$ cat config.mk
export PLATFORM = sky130hd
export DESIGN_NAME = pipeline_hazard_controller
export DESIGN_NICKNAME = d
export VERILOG_FILES = /design/src/rtl/pipeline_hazard_controller.sv
export SDC_FILE = /design/constraint.sdc
export NUM_CORES = 1
export LEC_CHECK = 0
export BUFFER_PORTS_ARGS = -buffer_cell sky130_fd_sc_hd__buf_2
export CAP_MARGIN = 20
export CORE_ASPECT_RATIO = 1.75
export CORE_MARGIN = 4
export CORE_UTILIZATION = 50
export DETAILED_ROUTE_END_ITERATION = 8
export GPL_ROUTABILITY_DRIVEN = 1
export PLACE_DENSITY = 0.89
export SLEW_MARGIN = 20
export SYNTH_ARGS = -nofsm -noshare
export SYNTH_HDL_FRONTEND = slang
export SYNTH_SLANG_ARGS = --single-unit
export TNS_END_PERCENT = 5
$ cat constraint.sdc
create_clock -name clk -period 2 [get_ports clk]
set_input_delay 0.1 -clock clk [delete_from_list [all_inputs] [get_ports clk]]
set_output_delay 0.1 -clock clk [all_outputs]
set_load 0.05 [all_outputs]
$ cat src/rtl/pipeline_hazard_controller.sv
// Hazard control for a 5-stage pipeline: stalls on load-use, flushes on taken
// branches, freezes the pipe on slow data memory, and halts on memory timeout.
module pipeline_hazard_controller #(
  parameter int MEM_TIMEOUT = 15,
  parameter int STALL_CNT_W = 16
) (
  input  logic                   clk,
  input  logic                   reset,
  input  logic [4:0]             ID_RsAddress,
  input  logic [4:0]             ID_RtAddress,
  input  logic                   ID_UsesRs,
  input  logic                   ID_UsesRt,
  input  logic [4:0]             EX_WBAddress,
  input  logic                   EX_RegWriteEn,
  input  logic                   EX_MemRead,
  input  logic                   EX_BranchTaken,
  input  logic                   MEM_MemReq,
  input  logic                   MEM_MemReady,
  output logic                   PC_En,
  output logic                   IF_ID_En,
  output logic                   ID_EX_En,
  output logic                   EX_MEM_En,
  output logic                   IF_ID_Flush,
  output logic                   ID_EX_Bubble,
  output logic                   MEM_WB_Bubble,
  output logic [1:0]             Ctrl_State,
  output logic                   MemTimeoutErr,
  output logic [STALL_CNT_W-1:0] Stall_Count
);

  typedef enum logic [1:0] {
    RUN     = 2'b00,
    MEMWAIT = 2'b01,
    HALT    = 2'b11
  } ctrlState_t;

  localparam logic [7:0] TIMEOUT_LAST = 8'(MEM_TIMEOUT - 1);

  ctrlState_t state;
  logic [7:0] timeoutCnt;
  logic       rsHit;
  logic       rtHit;
  logic       loadUse;
  logic       freeze;

  assign Ctrl_State = state;

  always_comb begin
    rsHit   = ID_UsesRs && (ID_RsAddress == EX_WBAddress);
    rtHit   = ID_UsesRt && (ID_RtAddress == EX_WBAddress);
    loadUse = EX_MemRead && EX_RegWriteEn && (EX_WBAddress != 5'd0) && (rsHit || rtHit);
    freeze  = ((state == RUN) && MEM_MemReq && !MEM_MemReady) ||
              ((state == MEMWAIT) && !MEM_MemReady);
  end

  // Priority: reset, halt/freeze, branch flush, load-use, default.
  always_comb begin
    PC_En         = 1'b1;
    IF_ID_En      = 1'b1;
    ID_EX_En      = 1'b1;
    EX_MEM_En     = 1'b1;
    IF_ID_Flush   = 1'b0;
    ID_EX_Bubble  = 1'b0;
    MEM_WB_Bubble = 1'b0;
    if (!reset) begin
      PC_En     = 1'b0;
      IF_ID_En  = 1'b0;
      ID_EX_En  = 1'b0;
      EX_MEM_En = 1'b0;
    end else if ((state == HALT) || freeze) begin
      PC_En         = 1'b0;
      IF_ID_En      = 1'b0;
      ID_EX_En      = 1'b0;
      EX_MEM_En     = 1'b0;
      MEM_WB_Bubble = 1'b1;
    end else if (EX_BranchTaken) begin
      IF_ID_Flush  = 1'b1;
      ID_EX_Bubble = 1'b1;
    end else if (loadUse) begin
      PC_En        = 1'b0;
      IF_ID_En     = 1'b0;
      ID_EX_Bubble = 1'b1;
    end
  end

  always_ff @(posedge clk or negedge reset) begin
    if (!reset) begin
      state         <= RUN;
      timeoutCnt    <= 8'd0;
      MemTimeoutErr <= 1'b0;
    end else begin
      case (state)
        RUN: begin
          timeoutCnt <= 8'd0;
          if (MEM_MemReq && !MEM_MemReady) state <= MEMWAIT;
        end
        MEMWAIT: begin
          if (MEM_MemReady) begin
            state      <= RUN;
            timeoutCnt <= 8'd0;
          end else if (timeoutCnt == TIMEOUT_LAST) begin
            state         <= HALT;
            MemTimeoutErr <= 1'b1;
          end else begin
            timeoutCnt <= timeoutCnt + 8'd1;
          end
        end
        HALT:    state <= HALT;
        default: state <= RUN;
      endcase
    end
  end

  // Saturating count of cycles in which the PC was held.
  always_ff @(posedge clk or negedge reset) begin
    if (!reset) begin
      Stall_Count <= '0;
    end else if (!PC_En && (Stall_Count != {STALL_CNT_W{1'b1}})) begin
      Stall_Count <= Stall_Count + STALL_CNT_W'(1);
    end
  end

endmodule

==> flow_summary.ini, run 1 <==
[outcome]
outcome = finished, final reports clean

[layout]
drive_gt1_share_pct = 37.6
fillers = 245
antennaDiodeCount = 0
seqCellArea_um2 = 683
multiInputGateArea_um2 = 818
nNetsFinal = 238
area_growth_pct = 23.8

[timing]
maxSlewViolCount = 0
hold_viol_final = 0
finalSetupViolCount = 0
min_period_over_period_pct = 94.1
max_slew.worst_pin.slew_ns = 0.516
timing.fmax_mhz = 532
post-route-min-period_ns = 1.88
relSlewSlack_pct = 65.3
fin_skew_ns = 0.00302
final.setup.tns_ns = 0
fin_ws_ns = 0.119

[floorplan]
die_h_um = 81.9
die_w_um = 50.2
start_util_pct = 52.7
io_pins = 50
dieArea_um2 = 4120
core_area_um2 = 2960
rows = 26

[routing]
wl_met1_mm = 1.34
drc_errors = 0
drt_iter0_markers = 22
wl_met3_um = 214
drt.antenna.violating_nets = 0
top_layer = met4
vias = 1335
routed_via_density = 5.30
drt_first_pass_iters = 4
post_drt_wl_per_cell_um = 14.0
met2WireLength_mm = 1.93
drt_wl_total_mm = 3.53

[global_routing]
grt_pass1_wl_mm = 5.73
grt_overflow = 0
grt_pass1_vias = 1362
grt_max_degree = 29
gr-usage-all-layers_pct = 18.1
antenna_found_initial = 0

[logic_synthesis]
synth.area.mux_share_pct = 1.36
syn_inst = 155
synth_area_per_cell_um2 = 10.1
synth_warnings = 0
synth_cell_types = 31
netlist_area_um2 = 1560
ys_seq_elements = 27
synth_compound_area_share_pct = 5.37
synthXorXnorAreaFrac_pct = 16.8
synthSimpleGateAreaFrac_pct = 26.2
synth_adder_area_share_pct = 2.40
syn-num-nets = 182
ys_seq_area_share_pct = 43.3
synth_top_family_by_area = simple AND/OR/NAND/NOR gates

[setup_path]
r2r_cells = 8
reg2reg_to = timeoutCnt[6]
crit_fanout = 9
crit_path_end_kind = flip-flop
setup.worst_path.end = timeoutCnt[6]
crit_cells = 8
r2r_start = timeoutCnt[0]
cp-startpoint = timeoutCnt[0]
cp_num_buf_inv = 1
cp_cell_sequence = inv_1 > ha_1 > nand4b_1 > nor4_1 > a21oi_2 > nand4_1 > xor2_1 > nor2_1
crit_slowest_cell = dfrtp_1
reg2reg_slack_ns = 0.12
crit_family = simple AND/OR/NAND/NOR gates
critPathLaunchType = flip-flop
max_stage_delay_ns = 0.41
path_class = reg -> reg
critical_path_arrival_ns = 2.04
cp_data_required_time_ns = 2.16

[pwr]
power.leakage_uw = 0.000915
power.total_uw = 1680
ir_drop_mv = 0.601
powerDensity_nw_per_um2 = 869

[clock_network]
cts-htree-levels = 1
clock-sinks = 27
clk_pin_slew_ns = 0.09
insertion_delay_ns = 0.28
cts_tree = built
clockRootBuffer = clkbuf_8
post-cts-setup-buffers = 0
clock_path_buffers = 2
cts_buffers = 3

[placement]
pre_cts_ws_ns = 0.184
port_buffers = 49
hpwl_mm = 2.79
gp_congestion = 0.764

[job]
cap_violations = 0

[min_path]
hold_class = in -> reg
## layer usage
layer  GRT usage (%)  vias to the layer above
met5               0                        -
met4            7.76                        0
met3            2.90                        4
met2            35.2                       50
met1            18.5                      642
li1                -                      639
## cell usage after synthesis
library cell / number / area, um2
a32o_1: 1 / 10.0
a21oi_1: 3 / 15.0
mux2i_1: 1 / 10.0
nand4_1: 9 / 56.3
and2_1: 1 / 6.26
mux2_1: 1 / 11.3
nor4_1: 1 / 6.26
nand3_2: 10 / 100
xnor2_1: 25 / 219
o21ai_0: 1 / 5.00
nand4b_1: 1 / 8.76
dfrtp_1: 27 / 676
nor3_1: 2 / 10.0
or3_1: 2 / 12.5
nand3_1: 5 / 25.0
o311a_1: 1 / 10.0
nand4_2: 1 / 12.5
nor2b_1: 3 / 18.8
buf_6: 2 / 22.5
buf_4: 2 / 15.0
and3_1: 7 / 43.8
o22ai_1: 3 / 18.8
a21o_1: 1 / 7.51
nor2_1: 15 / 56.3
nand2_1: 10 / 37.5
and4_1: 1 / 8.76
ha_1: 3 / 37.5
inv_1: 9 / 33.8
a31o_4: 1 / 17.5
xor2_1: 5 / 43.8
nor2_2: 1 / 6.26
## report_power, final
| part | total [uW] | switching, uW | leakage (uW) | internal, uW |
|---|---|---|---|---|
| Sequential | 728 | 99.4 | 0.000355 | 628 |
| Clock | 319 | 178 | 0.0000217 | 142 |
| Combinational | 633 | 441 | 0.000538 | 191 |
## how the worst min path moves through the flow
| stage | from | end | slack (ns) | cells after the start |
|---|---|---|---|---|
| after global routing | MEM_MemReady | Ctrl_State[1] | 0.20 | 4 |
| after floorplan | reset | Ctrl_State[0] | -0.20 | 0 |
| after CTS | MEM_MemReady | Ctrl_State[1] | 0.17 | 4 |
| after global placement | reset | timeoutCnt[6] | 0.16 | 2 |
| final | MEM_MemReady | Ctrl_State[1] | 0.17 | 4 |
| after detailed placement | reset | Stall_Count[14] | 0.16 | 2 |
## sequential cells by signal (all words and copies together), names as in the netlist
name and flops:
timeoutCnt 8, MemTimeoutErr 1, Ctrl_State 2, Stall_Count 16
## kinds of logic (layout without fill, tap and decap cells)
logic type      count (synthesis)  count (layout)
compound gates                 11              11
xor+xnor                       30              30
fa+ha+maj                       3               3
buf+inv                        13              68
flops                          27              27
mux                             2               2
simple gates                   69              69
## tightest hold or removal path, cell delays in order
cell and delay [ns]:
buf_2 0.09, inv_1 0.05, a21oi_1 0.13, nor2b_1 0.05
## what timing repair did
| action | 4_1_cts | 5_1_grt |
|---|---|---|
| hold endpoints to repair | 27 | 0 |
| gates resized for setup | 0 | 1 |
| hold buffers | 1 | 0 |
| setup endpoints to repair | 0 | 5 |
## placed cells by master, fill, tap and decap left out, types with 2 or more instances in the layout
master / synthesis / layout
and3_1: 7 / 7
a21oi_1: 3 / 2
nor2_1: 15 / 15
ha_1: 3 / 3
nand3_1: 5 / 5
nand3_2: 10 / 10
nand4_1: 9 / 9
clkbuf_8: 0 / 3
nor2b_1: 3 / 3
nor3_1: 2 / 2
buf_2: 0 / 49
or3_1: 2 / 2
nand2_1: 10 / 10
inv_1: 9 / 8
xnor2_1: 25 / 25
dfrtp_2: 0 / 6
dfrtp_1: 27 / 21
clkinvlp_4: 0 / 2
buf_4: 2 / 5
o22ai_1: 3 / 3
xor2_1: 5 / 5
## final cells by class
cell class                 count  share of cell area, %
sequential                    27                   35.3
multi-input combinational    115                   42.3
inverter                       9                   1.94
clock inverter                 1                  0.388
clock buffer                   3                   2.14
tap                           42                   2.72
timing repair buffer          55                   15.1
## stage by stage
| stage | std cells | utilization [%] | area, um2 | hold WS [ns] |
|---|---|---|---|---|
| after floorplan | 155 | - | 1570 | -0.196 |
| after global placement | 247 | 63.2 | 1870 | 0.159 |
| after detailed placement | 247 | 63.2 | 1870 | 0.158 |
| after CTS | 252 | 65.2 | 1930 | 0.167 |
| after global routing | 252 | 65.3 | 1930 | 0.198 |
| final | 252 | 65.3 | 1930 | 0.172 |
Note: power is estimated with default switching activity, not from simulation.
==> run 2: changes to the inputs <==
--- a/config.mk
+++ b/config.mk
@@ -5,14 +5,14 @@
 export SDC_FILE = /design/constraint.sdc
 export NUM_CORES = 1
 export LEC_CHECK = 0
+export ABC_AREA = 1
 export BUFFER_PORTS_ARGS = -buffer_cell sky130_fd_sc_hd__buf_2
 export CAP_MARGIN = 20
 export CORE_ASPECT_RATIO = 1.75
-export CORE_MARGIN = 4
-export CORE_UTILIZATION = 50
+export CORE_UTILIZATION = 53
 export DETAILED_ROUTE_END_ITERATION = 8
 export GPL_ROUTABILITY_DRIVEN = 1
-export PLACE_DENSITY = 0.89
+export PLACE_DENSITY = 0.9
 export SLEW_MARGIN = 20
 export SYNTH_ARGS = -nofsm -noshare
 export SYNTH_HDL_FRONTEND = slang
==> flow_summary.ini, run 2 <==
[placement]
hpwl_mm = 3.13
gp_congestion = 0.904
place_inst = 367
port_buffers = 49

[logic_synthesis]
syn-num-nets = 305
yosysMostFrequentCell = nand2_1
synth_top_cell_by_area = dfrtp_1
yosysTopAreaCellShare_pct = 35.2
synth_warnings = 0
synth_common_cells = 100 x nand2_1, 31 x inv_1, 28 x nor2_1, 27 x dfrtp_1, 21 x nand4_1
netlist_area_um2 = 1920
synth_edf_count = 0
synth_area_per_cell_um2 = 6.90
ys_seq_elements = 27
async_flop_share_pct = 100
synthFlopType = dfrtp_1
syn_inst = 278
ys_seq_area_share_pct = 35.2
synth_cell_types = 25
synthTopCellsByArea = dfrtp_1 35%, nand2_1 20%, nand4_1 6.9%

[clock_network]
clock-sinks = 27
clock_path_buffers = 2
cts-htree-levels = 1
clk_pin_slew_ns = 0.10
cts_tree = built
cts_buffers = 3
clockRootBuffer = clkbuf_8
post-cts-setup-buffers = 0
insertion_delay_ns = 0.28

[global_routing]
gr-usage-all-layers_pct = 23.9
grt_pass1_vias = 1779
grt_pass1_wl_mm = 6.94
grt_overflow = 0
grt_max_degree = 28
antenna_found_initial = 0

[routing]
routed_via_density = 5.03
post_drt_wl_per_cell_um = 11.0
drt.antenna.violating_nets = 0
drt_wl_total_mm = 4.07
drt_iter0_markers = 40
vias = 1871
wl_met3_um = 130
drc_errors = 0
met2WireLength_mm = 2.17
top_layer = met4
wl_met1_mm = 1.71
drt_first_pass_iters = 4

[min_path]
hold_class = in -> reg

[floorplan]
dieArea_um2 = 3870
die_h_um = 81.6
io_pins = 50
start_util_pct = 55.8
die_w_um = 47.5
core_area_um2 = 3430
rows = 28

[timing]
max_slew.worst_pin.slew_ns = 0.355
rsz0062_at_grt = yes
post-route-min-period_ns = 1.88
finalSetupViolCount = 0
timing.fmax_mhz = 533
relSlewSlack_pct = 76.1
maxSlewViolCount = 0
hold_viol_final = 0
fin_skew_ns = 0.00542
min_period_over_period_pct = 93.9

[layout]
nNetsFinal = 355
layout_common_cells = 99 x nand2_1, 48 x buf_2, 31 x inv_1
top_register = Stall_Count
largest_reg_flops = 16
area_growth_pct = 18.4
antennaDiodeCount = 0
final-instance-count-excl-fill = 372
drive_gt1_share_pct = 23.9
final_common_cell = nand2_1

[setup_path]
max_stage_delay_ns = 0.44
cp_num_buf_inv = 1
crit_top_cell = nand2_4
path_class = reg -> out
critPathLaunchType = flip-flop
cp_data_required_time_ns = 1.90
crit_slowest_cell = dfrtp_2
crit_path_end_kind = primary output
crit_family = simple AND/OR/NAND/NOR gates
critical_path_arrival_ns = 1.78
crit_fanout = 18
cp_cell_sequence = o21ai_2 > nand2_2 > nor2_4 > nand2_4 > nand2_4 > buf_2

[pwr]
powerDensity_nw_per_um2 = 748
power.total_uw = 1700
ir_drop_mv = 0.642
power.leakage_uw = 0.00128

[job]
cap_violations = 0

[outcome]
outcome = finished, final reports clean
==> run 2: logic make-up (layout without fill, tap and decap cells) <==
| logic type | after synthesis | in the layout | share of synthesized area, % |
|---|---|---|---|
| AOI/OAI and AO/OA | 15 | 15 | 4.63 |
| xor gates and xnor gates | 14 | 14 | 6.40 |
| adders and majority gates | 3 | 3 | 1.96 |
| buffers and inverters | 46 | 95 | 10.7 |
| DFF | 27 | 27 | 35.2 |
| and+or+nand+nor | 173 | 173 | 41.1 |
==> run 2: path summary, 6_finish.rpt <==
path | endpoint | slack, ns | start | depth (start not counted)
min | timeoutCnt[5] | 0.07 | MEM_MemReady | 2
min in group asynchronous | timeoutCnt[6] | 0.37 | reset | 3
max | PC_En | 0.12 | Ctrl_State[1] | 6
min reg2reg | MemTimeoutErr | 0.48 | MemTimeoutErr | 2
max reg2reg | Stall_Count[12] | 0.14 | Stall_Count[0] | 9
max in group asynchronous | Ctrl_State[1] | 1.36 | reset | 3
==> run 2: layout make-up <==
cell class	instances	area [um2]
Fill cell	342	1160
Clock inverter	1	7.51
Timing Repair Buffer	52	273
Clock buffer	3	41.3
Multi-Input combinational cell	205	1070
Tap cell	45	56.3
Inverter	39	146
Sequential cell	27	678
==> run 2: through the flow <==
step / utilization, % / setup slack [ns] / setup TNS (ns) / hold slack [ns] / area, um2
2_1_floorplan: - / -0.0851 / -0.0851 / -0.196 / 1930
3_3_place_gp: 63.8 / 0.271 / 0 / 0.144 / 2190
3_5_place_dp: 63.8 / 0.182 / 0 / 0.148 / 2190
4_1_cts: 65.6 / 0.0127 / 0 / 0.0561 / 2250
5_1_grt: 66.1 / -0.0103 / -0.0197 / 0.0689 / 2270
6_report: 66.1 / 0.122 / 0 / 0.0684 / 2270
==> run 2: timing repair <==
action	CTS	global route
gates resized for setup	1	3
hold endpoints to repair	27	0
setup endpoints to repair	3	3
pin swaps	0	1
hold buffers	1	0
==> run 2: power by group <==
part	internal, uW	switching [uW]	leakage [uW]
clock	142	176	0.0000217
combinational	188	491	0.000903
sequential	615	86.0	0.000358
==> run 2: routing by layer <==
metal / global-route usage [%] / up-vias
met5: 0 / -
met4: 11.7 / 0
met3: 1.98 / 6
met2: 40.5 / 51
met1: 28.7 / 830
li1: - / 984
